File: config.mk
export PLATFORM = sky130hd
export DESIGN_NAME = fc1_relu_sequencer_flat
export DESIGN_NICKNAME = d
export VERILOG_FILES = /design/src/rtl/mnist_pkg.sv /design/src/rtl/fc1_relu_sequencer_if.sv /design/src/rtl/fc1_result_buf.sv /design/src/rtl/fc1_relu_sequencer.sv /design/src/flat_wrapper.sv
export SDC_FILE = /design/constraint.sdc
export NUM_CORES = 1
export LEC_CHECK = 0
export CAP_MARGIN = 20
export CORE_MARGIN = 2
export CORE_UTILIZATION = 49
export DETAILED_ROUTE_END_ITERATION = 8
export GPL_TIMING_DRIVEN = 0
export PLACE_DENSITY = 0.66
export SYNTH_ARGS = -nofsm -noshare
export SYNTH_HDL_FRONTEND = slang
export SYNTH_SLANG_ARGS = --single-unit
File: constraint.sdc
create_clock -name clk -period 9.2 [get_ports clk]
set_input_delay 1.84 -clock clk [delete_from_list [all_inputs] [get_ports clk]]
set_output_delay 1.84 -clock clk [all_outputs]
set_load 0.05 [all_outputs]
File: src/rtl/mnist_pkg.sv
// Shared constants, sequencer state type and signed ReLU for the MNIST FC1->FC2 path.
package mnist_pkg;
   localparam int DATA_W      = 32;
   localparam int FC1_NEURONS = 32;
   localparam int FC1_IDX_W   = $clog2(FC1_NEURONS);

   typedef enum logic [1:0] {
      IDLE,
      FILL,
      DRAIN
   } seq_state_t;

   // Negative results clamp to zero; the sign bit alone decides.
   function automatic logic [DATA_W-1:0] relu(input logic signed [DATA_W-1:0] x);
      return x[DATA_W-1] ? '0 : x;
   endfunction
endpackage

File: src/rtl/fc1_relu_sequencer_if.sv
// FC1 result stream into the sequencer and ReLU result stream out toward FC2.
interface fc1_relu_sequencer_if #(
   parameter int DATA_W = mnist_pkg::DATA_W,
   parameter int IDX_W  = mnist_pkg::FC1_IDX_W
);
   logic              in_valid;
   logic              in_ready;
   logic [DATA_W-1:0] in_data;
   logic              out_valid;
   logic              out_ready;
   logic [DATA_W-1:0] out_data;
   logic [IDX_W-1:0]  out_idx;

   modport master (
      output in_valid, in_data, out_ready,
      input  in_ready, out_valid, out_data, out_idx
   );

   modport slave (
      input  in_valid, in_data, out_ready,
      output in_ready, out_valid, out_data, out_idx
   );
endinterface

File: src/rtl/fc1_result_buf.sv
// Frame buffer for FC1 results: one synchronous write port, one combinational read port.
// Contents are deliberately left unreset; every entry is rewritten before it is read in a frame.
module fc1_result_buf #(
   parameter int DATA_W = 32,
   parameter int DEPTH  = 32,
   parameter int IDX_W  = 5
) (
   input  logic              clk,
   input  logic              wr_en_i,
   input  logic [IDX_W-1:0]  wr_addr_i,
   input  logic [DATA_W-1:0] wr_data_i,
   input  logic [IDX_W-1:0]  rd_addr_i,
   output logic [DATA_W-1:0] rd_data_o
);
   logic [DATA_W-1:0] mem_q [DEPTH];

   always_ff @(posedge clk) begin
      if (wr_en_i) begin
         mem_q[wr_addr_i] <= wr_data_i;
      end
   end

   assign rd_data_o = mem_q[rd_addr_i];
endmodule

File: src/rtl/fc1_relu_sequencer.sv
// Collects one frame of FC1 results, then replays them through signed ReLU to FC2 in index order.
// First out_valid one cycle after the last input accept; out_ready low holds out_idx/out_data.
module fc1_relu_sequencer
   import mnist_pkg::*;
#(
   parameter int DATA_W = mnist_pkg::DATA_W,
   parameter int DEPTH  = mnist_pkg::FC1_NEURONS,
   parameter int IDX_W  = mnist_pkg::FC1_IDX_W
) (
   input  logic                 clk,
   input  logic                 resetn,
   input  logic                 start_i,
   fc1_relu_sequencer_if.slave  bus,
   output logic                 busy_o,
   output logic                 done_o
);
   localparam logic [IDX_W-1:0] LAST_IDX = IDX_W'(DEPTH - 1);

   seq_state_t        state_q;
   logic [IDX_W-1:0]  wr_ptr_q;
   logic [IDX_W-1:0]  wr_ptr_d;
   logic [IDX_W-1:0]  rd_ptr_q;
   logic [IDX_W-1:0]  rd_ptr_d;
   logic              in_ready_q;
   logic              out_valid_q;
   logic              busy_q;
   logic              done_q;
   logic              wr_fire;
   logic              rd_fire;
   logic [DATA_W-1:0] rd_data;

   // in_ready_q/out_valid_q are high only in FILL/DRAIN, so stray handshakes elsewhere are inert.
   assign wr_fire  = bus.in_valid & in_ready_q;
   assign rd_fire  = out_valid_q & bus.out_ready;
   assign wr_ptr_d = wr_fire ? wr_ptr_q + IDX_W'(1) : wr_ptr_q;
   assign rd_ptr_d = rd_fire ? rd_ptr_q + IDX_W'(1) : rd_ptr_q;

   fc1_result_buf #(
      .DATA_W (DATA_W),
      .DEPTH  (DEPTH),
      .IDX_W  (IDX_W)
   ) u_buf (
      .clk       (clk),
      .wr_en_i   (wr_fire),
      .wr_addr_i (wr_ptr_q),
      .wr_data_i (bus.in_data),
      .rd_addr_i (rd_ptr_q),
      .rd_data_o (rd_data)
   );

   always_ff @(posedge clk or negedge resetn) begin
      if (!resetn) begin
         state_q     <= IDLE;
         wr_ptr_q    <= '0;
         rd_ptr_q    <= '0;
         in_ready_q  <= 1'b0;
         out_valid_q <= 1'b0;
         busy_q      <= 1'b0;
         done_q      <= 1'b0;
      end else begin
         done_q <= 1'b0;
         case (state_q)
            IDLE: begin
               if (start_i) begin
                  state_q    <= FILL;
                  wr_ptr_q   <= '0;
                  in_ready_q <= 1'b1;
                  busy_q     <= 1'b1;
               end
            end
            FILL: begin
               // The final accept wraps wr_ptr back to zero on its own.
               wr_ptr_q <= wr_ptr_d;
               if (wr_fire && (wr_ptr_q == LAST_IDX)) begin
                  state_q     <= DRAIN;
                  rd_ptr_q    <= '0;
                  in_ready_q  <= 1'b0;
                  out_valid_q <= 1'b1;
               end
            end
            DRAIN: begin
               rd_ptr_q <= rd_ptr_d;
               if (rd_fire && (rd_ptr_q == LAST_IDX)) begin
                  state_q     <= IDLE;
                  out_valid_q <= 1'b0;
                  busy_q      <= 1'b0;
                  done_q      <= 1'b1;
               end
            end
            default: begin
               state_q     <= IDLE;
               in_ready_q  <= 1'b0;
               out_valid_q <= 1'b0;
               busy_q      <= 1'b0;
            end
         endcase
      end
   end

   assign bus.in_ready  = in_ready_q;
   assign bus.out_valid = out_valid_q;
   assign bus.out_idx   = out_valid_q ? rd_ptr_q : '0;
   assign bus.out_data  = out_valid_q ? relu(rd_data) : '0;
   assign busy_o        = busy_q;
   assign done_o        = done_q;
endmodule

File: src/flat_wrapper.sv
// flat-port wrapper written by rule: the top's interface ports become plain ports
module fc1_relu_sequencer_flat import mnist_pkg::*;
#(
   parameter int DATA_W = mnist_pkg::DATA_W,
   parameter int DEPTH  = mnist_pkg::FC1_NEURONS,
   parameter int IDX_W  = mnist_pkg::FC1_IDX_W
)
  (clk, resetn, start_i, busy_o, done_o, bus_in_valid, bus_in_data, bus_out_ready, bus_in_ready, bus_out_valid, bus_out_data, bus_out_idx);
  fc1_relu_sequencer_if #(.DATA_W(DATA_W), .IDX_W(IDX_W)) bus_i ();
  input  logic clk;
  input  logic resetn;
  input  logic start_i;
  output logic busy_o;
  output logic done_o;
  input wire logic [$bits(bus_i.in_valid)-1:0] bus_in_valid;
  input wire logic [$bits(bus_i.in_data)-1:0] bus_in_data;
  input wire logic [$bits(bus_i.out_ready)-1:0] bus_out_ready;
  output wire logic [$bits(bus_i.in_ready)-1:0] bus_in_ready;
  output wire logic [$bits(bus_i.out_valid)-1:0] bus_out_valid;
  output wire logic [$bits(bus_i.out_data)-1:0] bus_out_data;
  output wire logic [$bits(bus_i.out_idx)-1:0] bus_out_idx;
  assign bus_i.in_valid = bus_in_valid;
  assign bus_i.in_data = bus_in_data;
  assign bus_i.out_ready = bus_out_ready;
  assign bus_in_ready = bus_i.in_ready;
  assign bus_out_valid = bus_i.out_valid;
  assign bus_out_data = bus_i.out_data;
  assign bus_out_idx = bus_i.out_idx;
  fc1_relu_sequencer #(.DATA_W(DATA_W), .DEPTH(DEPTH), .IDX_W(IDX_W)) u_core (.clk(clk), .resetn(resetn), .start_i(start_i), .bus(bus_i), .busy_o(busy_o), .done_o(done_o));
endmodule
; Yosys cells after proc, flatten, opt, wreduce, memory -nomap -nowiden
; Memory sizes are Yosys's and may differ from the RTL's.
; Cells that the tools add are included.
; W data, S select, Z words.
[totals]
regBits = 16
mem_bits_rw = 1024
inputBits = 37
output_inout_bits = 41
word_cells = 59
n_memories = 1
[op_classes]
add_sub_neg = 2
eq_ne = 9
n_mux = 24
bitwise = 5
n_reduce_logical = 11
[memory_table]
columns = name, depth, word_bits, rd, rd_clocked_by_memory_dff, write_ports, line
row1 = u_core.u_buf.mem_q, 32, 32, 1, 0, 1, fc1_result_buf.sv:15  ; logic [DATA_W-1:0] mem_q [DEPTH];
[op_table]
columns = operator, count
row1 = $mux W32, 1
row2 = $mux W31, 1
row3 = $mux W5, 5
row4 = $pmux W5 S2, 2
row5 = $reduce_and A3 Y1, 6
row6 = $add A5 B1 Y5 const B, 2
row7 = $eq A5 B5 Y1 const B, 2
row8 = $pmux W1 S3, 3
row9 = $mux W1, 8
row10 = $ne A2 B1 Y1 const B, 4
row11 = $mux W2, 3
row12 = $pmux W2 S3, 1
row13 = $reduce_bool A2 Y1, 2
row14 = $not A1 Y1, 3
row15 = $and A1 B1 Y1, 2
row16 = $eq A2 B1 Y1 const B, 1
row17 = $eq A2 B2 Y1 const B, 1
row18 = $logic_and A1 B1 Y1, 2
row19 = $logic_not A2 Y1, 1
row20 = $ne A2 B2 Y1 const B, 1

; Logic depth before layout (Yosys ltp)
[depth]
word_depth = 4
mapped_depth = 9
mapped_depth_nobuf = 6

; Modules after synthesis
; From an unflattened synthesis, not the netlist that was laid out.
[hier_totals]
hier_cells = 2355
area_unflattened_um2 = 40928.0
[modules_own_cells]
columns = mod, instances, cells_per_inst, area_per_inst_um2, seq_area_each_um2
row1 = fc1_result_buf, 1, 2228, 39844.5, 30749.5
row2 = fc1_relu_sequencer, 1, 127, 1083.5, 400.4

; Worst setup path before layout
; Ideal clock, no wire load.
[synth_timing]
kind = register to output
start = register u_core.out_valid_q, in the netlist u_core.bus.out_valid
end = output port bus_out_data[23]
t_arrival_ns = 3.175
path_slack_ns = 4.185
stages_incl_launch_ff = 6
path_cell_list = dfrtp_1 and2_1 o221ai_2 a21oi_2 a221oi_4 nor4_1
[synth_between]
elab_chain_len = 1
[synth_lines]
columns = item, line
row1 = start: declaration, fc1_relu_sequencer.sv:25  ; logic out_valid_q;
row2 = start signal: assignment, fc1_relu_sequencer.sv:57  ; out_valid_q <= 1'b0;
row3 = start signal: assignment, fc1_relu_sequencer.sv:78  ; out_valid_q <= 1'b1;
row4 = start signal: assignment, fc1_relu_sequencer.sv:85  ; out_valid_q <= 1'b0;
row5 = $mux W32, fc1_relu_sequencer.sv:103  ; assign bus.out_data = out_valid_q ? relu(rd_data) : '0;
row6 = end: declaration, flat_wrapper.sv:20  ; output wire logic [$bits(bus_i.out_data)-1:0] bus_out_data;
; Every way passes these cells.

; Worst setup path in the final report
[layout_timing]
start = register u_core.rd_ptr_q[3]
end = output port bus_out_data[7]
[layout_between]
elab_chain_len = 3
[layout_lines]
columns = item, line
row1 = start: declaration, fc1_relu_sequencer.sv:22  ; logic [IDX_W-1:0] rd_ptr_q;
row2 = start signal: assignment, fc1_relu_sequencer.sv:82  ; rd_ptr_q <= rd_ptr_d;
row3 = $mem_v2 Z32 W32, --
row4 = $mux W31, mnist_pkg.sv:15  ; return x[DATA_W-1] ? '0 : x;
row5 = $mux W32, fc1_relu_sequencer.sv:103
; Every way passes these cells.

==> results.json <==
{
  "status": "completed",
  "worst-setup-path-type": "reg2out",
  "drtAntennaViolNets": 0,
  "viasPerCell": 6.32,
  "p_int_mw": 8.06,
  "place.gp.congestion": 0.806,
  "cap_violations": 0,
  "rsz0062_at_grt": "no",
  "synth.area.top_cells": "edfxtp_1 77%, mux4_2 11%, mux2i_1 3.5%, o221ai_1 1.3%, a22oi_1 1.0%",
  "synth_largest_area_cell": "edfxtp_1",
  "slowest_stage": "clkdlybuf4s50_1",
  "grt_max_degree": 33,
  "avgSynthCellArea_sq_um": 21.7,
  "die_height_um": 290,
  "reg2reg_depth": 5,
  "power_leakage_nw": 15.2,
  "slew_headroom": 0.197,
  "wl_um": 102000,
  "ios": 78,
  "crit_required_ns": 7.36,
  "crit_family": "buffers and inverters",
  "placed_cells": 3008,
  "tightest_slew_ns": 1.20,
  "postCtsSetupBuffers": 0,
  "fin_nets": 2099,
  "io_buffer_count": 76,
  "synthesis.area_sq_um": 40000,
  "num_rows": 104,
  "drt_iter0_drc": 2396,
  "clockPowerShare": 0.371,
  "synthArstFlopShare": 0.0154,
  "die_x_um": 290,
  "core_sq_um": 80700,
  "via_count": 20200,
  "numCtsBuffers": 101,
  "cts_tree": "done",
  "final_max_slew_viol_count": 0,
  "synth_cell_types": 51,
  "critPathMaxStageDelay_ns": 0.93,
  "grt_util_all_layers": 0.246,
  "final_cell_mix": "1024 x edfxtp_1, 189 x mux4_2, 139 x mux2i_1, 105 x clkbuf_16, 76 x clkdlybuf4s50_1",
  "path_clk_slew_ns": 0.06,
  "drc_errors": 0,
  "first_pass_iters": 5,
  "start_kind": "flop",
  "yosys_warnings": 0,
  "clock_path_buffers": 3,
  "dpl.hpwl_um": 65200,
  "h-tree-depth": 3,
  "grt_pass1_wl_um": 145000,
  "syn_nets": 1882,
  "antenna_found_initial": 1,
  "final_common_cell": "edfxtp_1",
  "grt_overflow": 0,
  "p_per_area_nw_per_um2": 230,
  "ys_ff_latch": 1040,
  "drive_gt1_frac": 0.231,
  "max_freq_ghz": 0.154,
  "netSwitchingFraction": 0.245,
  "r2r_slack_ns": 6.39,
  "hold_buffers": 0,
  "pwr-share-comb": 0.113,
  "ctsResizeCount": 0,
  "worst_r2r_endpoint": "u_core.u_buf.mem_q[3][8]",
  "holdPathStages": 2,
  "synth.top_cell.area_share": 0.770,
  "min_path_type": "reg2reg",
  "synth_cells": 1838,
  "area_growth_pct": 15.9,
  "initial_utilization": 0.495,
  "finalSetupViolCount": 0,
  "cp_data_arrival_time_ns": 4.66,
  "synth_top_flop_cell": "edfxtp_1",
  "diodes": 0,
  "fin_crit_sh": 0.707,
  "path_common_cell": "clkbuf_1",
  "reg2reg_from": "u_core.bus.in_ready",
  "hold-path-endpoint": "u_core.busy_o",
  "peakVddDrop_v": 0.000154,
  "clock_latency_ns": 0.66,
  "period_needed_ns": 6.50,
  "finClkSkew_ns": 0.0328,
  "cp_max_fo": 10,
  "end_kind": "primary output",
  "tns_ns": 0,
  "synth-edff-count": 1024,
  "hold_viol_final": 0,
  "clock_sinks": 1040,
  "die_area_sq_um": 83900,
  "finalNonFillerCells": 3200,
  "cp.buffers_inverters": 5,
  "p_seq_frac": 0.515,
  "ys_seq_area_frac": 0.780,
  "path_cells": "buf_4 > nor2b_1 > clkbuf_1 > buf_2 > clkbuf_1 > a21oi_1 > a221oi_1 > clkdlybuf4s50_1",
  "first_global_vias": 20500,
  "cts_root_buffer": "clkbuf_16",
  "p_sw_mw": 2.61,
  "min_from": "u_core.busy_o",
  "wl_per_cell_um": 31.8
}
sequential cells by signal, indices dropped and copies added (netlist names):
signal / flops
u_core.done_o: 1
u_core.rd_ptr_q: 5
u_core.wr_ptr_q: 5
u_core.busy_o: 1
u_core.bus.out_valid: 1
u_core.state_q: 2
u_core.u_buf.mem_q: 1024
u_core.bus.in_ready: 1
worst max-delay path by stage:
stage	start	to	slack, ns	cells past startpoint
after floorplan	u_core.bus.out_valid	bus_out_data[23]	4.19	5
after global placement	bus_in_valid	u_core.u_buf.mem_q[15][10]	2.20	5
after detailed placement	u_core.rd_ptr_q[3]	bus_out_data[7]	3.35	8
after CTS	u_core.rd_ptr_q[3]	bus_out_data[7]	2.65	8
after global routing	u_core.rd_ptr_q[3]	bus_out_data[7]	2.66	8
final	u_core.rd_ptr_q[3]	bus_out_data[7]	2.70	8
power groups by stage:
| stage | sequential, mW | clock, mW | combinational (mW) |
|---|---|---|---|
| floorplan | 5.60 | 0 | 0.654 |
| global placement | 5.61 | 0 | 1.07 |
| detailed placement | 5.60 | 0 | 1.20 |
| CTS | 5.50 | 4.00 | 1.21 |
| global route | 5.51 | 4.18 | 1.27 |
| finish | 5.50 | 3.96 | 1.21 |
layer usage:
layer	track usage	part of all wire	vias up
met1	0.337	0.40	10800
met5	0	0.00012	-
met2	0.409	0.50	987
li1	-	-	8261
met3	0.0393	0.074	179
met4	0.0822	0.030	2
per-stage QoR:
stage	hold WS (ns)	setup slack [ns]	power (mW)	util	area [sq um]
after floorplan	0.530	4.19	6.25	-	40000
after global placement	0.539	2.20	6.68	0.521	42000
after detailed placement	0.555	3.35	6.80	0.534	43100
after CTS	0.562	2.65	10.7	0.573	46200
after global routing	0.589	2.66	11.0	0.574	46300
final	0.563	2.70	10.7	0.574	46300
worst min-delay path: stages (launching register included):
cell,delay (ns)
dfrtp_1,0.39
inv_1,0.06
o22ai_1,0.07
Yosys cell counts (9+ instances only):
| cell | n |
|---|---|
| nand2_1 | 15 |
| buf_6 | 11 |
| clkbuf_1 | 49 |
| mux4_2 | 189 |
| mux2i_1 | 139 |
| a22o_1 | 14 |
| edfxtp_1 | 1024 |
| buf_2 | 32 |
| nand3_1 | 9 |
| a221oi_2 | 14 |
| o221ai_1 | 59 |
| a221oi_1 | 10 |
| a21oi_1 | 56 |
| a22oi_1 | 55 |
| nor2_1 | 43 |
| dfrtp_1 | 16 |
| buf_4 | 17 |
kinds of logic after synthesis:
logic type	share of synthesized area
flops	0.780
mux	0.142
compound gates	0.0475
buf+inv	0.0157
simple gates	0.0129
fa+ha+maj	0.00219
xor+xnor	0.000438
other cells	0.0000938
final cells by class:
cell class	count	area [sq um]
fillers	5796	34400
flip-flops and latches	1040	31100
multi-input cells	681	8420
clock buffers	118	2660
repair buffers	114	1620
well taps	1060	1330
plain buffers	112	607
clock inverters	70	502
inverters	5	18.8
No activity file was read; power rests on OpenSTA's default activity.
